<file path="src/rtl/decode_queue.sv">
// Instruction queue between fetch and the ID/EX boundary: a DEPTH-entry {pc, inst}
// FIFO feeding a registered decode stage, with branch flush and WFI sleep.
module decode_queue #(
    parameter int DEPTH = 4,
    parameter int XLEN  = 32,
    parameter int PTR_W = $clog2(DEPTH)
) (
    input  logic             clk,
    input  logic             rst_n,
    input  logic             flush,
    input  logic             in_valid,
    output logic             in_ready,
    input  logic [XLEN-1:0]  in_pc,
    input  logic [31:0]      in_inst,
    output logic             out_valid,
    input  logic             out_ready,
    output logic [XLEN-1:0]  out_pc,
    output logic [31:0]      out_inst,
    output logic [11:0]      out_ctrl,
    output logic [1:0]       out_aluop,
    input  logic             irq_pending,
    output logic             wfi_sleep,
    output logic [PTR_W:0]   count
);

    typedef enum logic {ST_RUN, ST_SLEEP} state_t;

    localparam logic [PTR_W:0] FULL_CNT = (PTR_W+1)'(DEPTH);
    localparam int CTRL_WFI = 8;

    // out_ctrl bit order: {NOP, CSR, MRET, WFI, Branch, JAL, JALR, MemRead, MemWrite, RegWrite, ALUSrc, PCtoReg}
    function automatic logic [13:0] decode_fn(input logic [6:0] op, input logic [11:0] f12);
        logic nop, csr, mret, wfi, branch, jal, jalr, mem_rd, mem_wr, reg_wr, alu_src, pc_to_reg;
        logic [1:0] aluop;
        nop       = (op == 7'b0000000);
        branch    = (op[6:4] == 3'b110);
        jal       = (op == 7'b1101111);
        jalr      = (op == 7'b1100111);
        mem_rd    = (op == 7'b0000011);
        mem_wr    = (op == 7'b0100011);
        alu_src   = ~op[6] & ~(op[5] & op[4]);
        aluop[1]  = op[5] & op[4] & ~op[6];
        aluop[0]  = op[4] & ~op[5];
        csr       = (op[6:4] == 3'b111);
        mret      = csr & (f12 == 12'h302);
        wfi       = csr & (f12 == 12'h105);
        reg_wr    = (~op[5] | op[4] | op[3] | op[2]) & ~mret & ~wfi;
        pc_to_reg = jal | jalr | (op == 7'b0010111) | (op == 7'b0110111);
        return {nop, csr, mret, wfi, branch, jal, jalr, mem_rd, mem_wr, reg_wr, alu_src, pc_to_reg, aluop};
    endfunction

    logic [XLEN-1:0] pc_mem_q   [DEPTH];
    logic [31:0]     inst_mem_q [DEPTH];

    logic [PTR_W-1:0] wr_ptr_q, wr_ptr_d, rd_ptr_q, rd_ptr_d;
    logic [PTR_W:0]   count_q, count_d;
    logic             out_valid_q, out_valid_d;
    logic [XLEN-1:0]  out_pc_q, out_pc_d;
    logic [31:0]      out_inst_q, out_inst_d;
    logic [11:0]      out_ctrl_q, out_ctrl_d;
    logic [1:0]       out_aluop_q, out_aluop_d;
    state_t           state_q, state_d;

    logic            push, load, retire;
    logic [31:0]     head_inst;
    logic [XLEN-1:0] head_pc;
    logic [13:0]     head_dec;

    assign in_ready  = (count_q != FULL_CNT) & ~flush;
    assign push      = in_valid & in_ready;
    assign load      = (state_q == ST_RUN) & (count_q != '0) & (~out_valid_q | out_ready) & ~flush;
    assign retire    = out_valid_q & out_ready;
    assign head_pc   = pc_mem_q[rd_ptr_q];
    assign head_inst = inst_mem_q[rd_ptr_q];
    assign head_dec  = decode_fn(head_inst[6:0], head_inst[31:20]);

    // NOTE: the storage array has no reset; count_q and out_valid_q gate every read of it.
    always_ff @(posedge clk) begin
        if (push) begin
            pc_mem_q[wr_ptr_q]   <= in_pc;
            inst_mem_q[wr_ptr_q] <= in_inst;
        end
    end

    always_comb begin
        // NOTE: every target gets a hold value first so no path can infer a latch.
        wr_ptr_d    = wr_ptr_q;
        rd_ptr_d    = rd_ptr_q;
        count_d     = count_q;
        out_valid_d = out_valid_q;
        out_pc_d    = out_pc_q;
        out_inst_d  = out_inst_q;
        out_ctrl_d  = out_ctrl_q;
        out_aluop_d = out_aluop_q;
        state_d     = state_q;

        if (push) wr_ptr_d = wr_ptr_q + 1'b1;

        if (load) begin
            rd_ptr_d    = rd_ptr_q + 1'b1;
            out_valid_d = 1'b1;
            out_pc_d    = head_pc;
            out_inst_d  = head_inst;
            out_ctrl_d  = head_dec[13:2];
            out_aluop_d = head_dec[1:0];
        end else if (retire) begin
            out_valid_d = 1'b0;
            out_ctrl_d  = '0;
            out_aluop_d = '0;
        end

        case ({push, load})
            2'b10:   count_d = count_q + 1'b1;
            2'b01:   count_d = count_q - 1'b1;
            default: count_d = count_q;
        endcase

        case (state_q)
            ST_RUN:   if (retire & out_ctrl_q[CTRL_WFI] & ~irq_pending) state_d = ST_SLEEP;
            ST_SLEEP: if (irq_pending | flush) state_d = ST_RUN;
            default:  state_d = ST_RUN;
        endcase

        if (flush) begin
            wr_ptr_d    = '0;
            rd_ptr_d    = '0;
            count_d     = '0;
            out_valid_d = 1'b0;
            out_ctrl_d  = '0;
            out_aluop_d = '0;
            state_d     = ST_RUN;
        end
    end

    // NOTE: state registers use non-blocking assignments so all of them sample the same pre-edge values.
    always_ff @(posedge clk) begin
        if (!rst_n) begin
            wr_ptr_q    <= '0;
            rd_ptr_q    <= '0;
            count_q     <= '0;
            out_valid_q <= 1'b0;
            out_pc_q    <= '0;
            out_inst_q  <= '0;
            out_ctrl_q  <= '0;
            out_aluop_q <= '0;
            state_q     <= ST_RUN;
        end else begin
            wr_ptr_q    <= wr_ptr_d;
            rd_ptr_q    <= rd_ptr_d;
            count_q     <= count_d;
            out_valid_q <= out_valid_d;
            out_pc_q    <= out_pc_d;
            out_inst_q  <= out_inst_d;
            out_ctrl_q  <= out_ctrl_d;
            out_aluop_q <= out_aluop_d;
            state_q     <= state_d;
        end
    end

    assign out_valid = out_valid_q;
    assign out_pc    = out_pc_q;
    assign out_inst  = out_inst_q;
    assign out_ctrl  = out_ctrl_q;
    assign out_aluop = out_aluop_q;
    assign wfi_sleep = (state_q == ST_SLEEP);
    assign count     = count_q;

endmodule

</file>
<file path="config.mk">
export PLATFORM = sky130hd
export DESIGN_NAME = decode_queue
export DESIGN_NICKNAME = d
export VERILOG_FILES = /design/src/rtl/decode_queue.sv
export SDC_FILE = /design/constraint.sdc
export NUM_CORES = 1
export LEC_CHECK = 0
export ABC_AREA = 1
export CORE_MARGIN = 3
export CORE_UTILIZATION = 35
export CTS_CLUSTER_SIZE = 12
export DETAILED_ROUTE_END_ITERATION = 8
export HOLD_SLACK_MARGIN = 0.05
export PLACE_DENSITY = 0.59
export SLEW_MARGIN = 20
export SYNTH_ARGS = -nofsm -noshare
export SYNTH_HDL_FRONTEND = slang
export SYNTH_SLANG_ARGS = --single-unit
</file>
<file path="constraint.sdc">
create_clock -name clk -period 5.65 [get_ports clk]
set_input_delay 1.13 -clock clk [delete_from_list [all_inputs] [get_ports clk]]
set_output_delay 1.13 -clock clk [all_outputs]
set_load 0.005 [all_outputs]
</file>
==> flow_summary.toml <==
[timing]
setup_viol = 0
fin_crit_sh = 0.6186
finClkSkew_ps = 14.05
max_freq_mhz = 286.1
rsz0062_at_grt = "no"
finalCriticalPeriod_ps = 3495
tightest_slew_ps = 1053
whs_ps = 471.2
hold_viol = 0
fin_setup_tns_ps = 0
relSlewSlack = 0.2979
timing.final.ws_setup_ps = 2155
report.final.slew_viol_count = 0

[finish]
final_cell_mix = "edfxtp_1, nor2_1, o21ai_0, clkdlybuf4s50_1, nand2_1"
fin_cells = 1738
layout-drive-gt1-share = 0.07753
nets = 1323
synthToLayoutAreaGrowth_pct = 23.76
antenna_cells = 0
final_common_cell = "edfxtp_1"
fin_util = 0.4457

[logic_synthesis]
postSynthAreaPerCell_um2 = 11.75
yosysSeqAreaShare = 0.7287
synth-seq-cells = 345
synth_edf_count = 256
ys.flop_type = "edfxtp_1"
async_flop_share = 0
synth_cells = 1106
yosysUniqueCellTypes = 29
synthTopCellsByArea = "edfxtp_1, dfxtp_1, o21ai_0"
netlist_area_um2 = 12990
synth_nets = 1182
synth_top_area_frac = 0.5916
synth_area_leader_cell = "edfxtp_1"
ys.warnings.count = 0

[critical_path]
critPathArrivalTime_ps = 2370
critPathKind = "primary input to output port"
worstPathRequired_ps = 4520
critPathCaptureType = "output port"
cp_max_fo = 3
crit_path_start_kind = "primary input"
worstSetupStartpoint = "flush"

[die]
io_pins = 154
row_count = 69
core_um2 = 36090
die_h_um = 198.7
dieArea_um2 = 39480
fp.dieW_um = 198.7
start_util = 0.3601

[route]
vias = 8578
route.detailed.drc = 0
ant_nets = 0
viasPerCell = 4.936
wl_per_cell_um = 17.65
first_iter_violations = 694
wl_um = 30670
dr.pass1.iters = 4

[clocking]
clock_path_buffers = 3
h-tree-depth = 2
tritoncts = "done"
postCtsSetupBuffers = 0
ctsHoldBuffers = 0
cts_resized = 0
cts_made_buffers = 38
clkTransAtPathRegs_ps = 60
clock_latency_ps = 520
cts_root_buffer = "clkbuf_16"
clock-sinks = 345

[global_routing]
overflow = 0
antenna_found_initial = 2
grt_pass1_wl_um = 47010
grt_pass1_vias = 8227
grt_max_degree = 79
grt.total_usage = 0.1527

[hold_path]
min_from = "out_ctrl[6]"
min_path_type = "flop to flop"

[place]
dp_hpwl_um = 17770
gp_congestion = 0.7222
io_buffers = 153
dp_cells = 1668
place_ws_ps = 1918

[job]
maxCapViolCount = 0

[pwr]
ir_drop_v = 0.0002242
pwr_density_cell_nw_per_um2 = 334.6
p_leak_nw = 5.518

[outcome]
status = "complete, no violations"
==> cell type report <==
class	instances	area, um^2
Clock buffer	61	1087
Clock inverter	9	97.59
Fill cell	3352	20000
Inverter	33	126.4
Multi-Input combinational cell	663	3085
Sequential cell	345	9473
Tap cell	461	576.8
Timing Repair Buffer	166	1637
==> logic make-up after synthesis <==
group,Yosys count,share of synthesized area
and+or+nand+nor,405,0.1254
DFF,345,0.7287
AOI/OAI and AO/OA,252,0.1034
buffers and inverters,98,0.03620
adders and majority gates,6,0.006355
==> report_power, final <==
group          internal, mW  switching [mW]
Combinational         0.114           0.144
Sequential             2.78          0.0209
Clock                  1.37           0.953
Total                  4.26            1.12
==> cell usage after synthesis, types with 2 or more instances <==
master	count
a21oi_1	37
a31oi_1	47
buf_1	2
buf_2	20
buf_4	8
buf_6	6
clkbuf_1	29
dfxtp_1	89
edfxtp_1	256
ha_1	5
inv_1	21
inv_2	10
nand2_1	132
nand2_2	6
nand3_1	49
nor2_1	209
nor2_2	4
nor3_1	2
nor3_2	2
o21ai_0	162
o21ai_1	2
==> worst max-delay path, cell delays in order <==
cell             delay, ps
clkdlybuf4s50_1        480
a31oi_1                220
clkdlybuf4s50_1        530
==> sequential cells by signal (all words and copies together) (netlist names), named ones only <==
name	cells
count	3
inst_mem_q	128
out_aluop	2
out_ctrl	12
out_inst	32
out_pc	32
out_valid	1
pc_mem_q	128
rd_ptr_q	2
wfi_sleep	1
wr_ptr_q	2
==> routing by layer <==
layer | wire length [um] | global-route usage | up-vias | share of wire
met5 | 24 | 0 | - | 0.00078
met4 | 544 | 0.03670 | 4 | 0.018
met3 | 1784 | 0.02744 | 49 | 0.058
met2 | 14200 | 0.2481 | 240 | 0.46
met1 | 14120 | 0.2145 | 4112 | 0.46
li1 | - | - | 4173 | -
==> through the flow <==
stage / total power [mW] / cell area, um^2
2_1_floorplan: 2.954 / 13000
3_3_place_gp: 3.106 / 14900
3_5_place_dp: 3.111 / 14900
4_1_cts: 5.445 / 16080
5_1_grt: 5.578 / 16080
6_report: 5.381 / 16080
==> path summary, 6_finish.rpt <==
check	to	slack (ps)	cells past startpoint
worst max-delay path	in_ready	2150	3
worst min-delay path	out_ctrl[6]	470	2
worst max register to register	out_ctrl[6]	3120	11
worst min register to register	out_ctrl[6]	470	2
No activity file was read; power rests on OpenSTA's default activity.
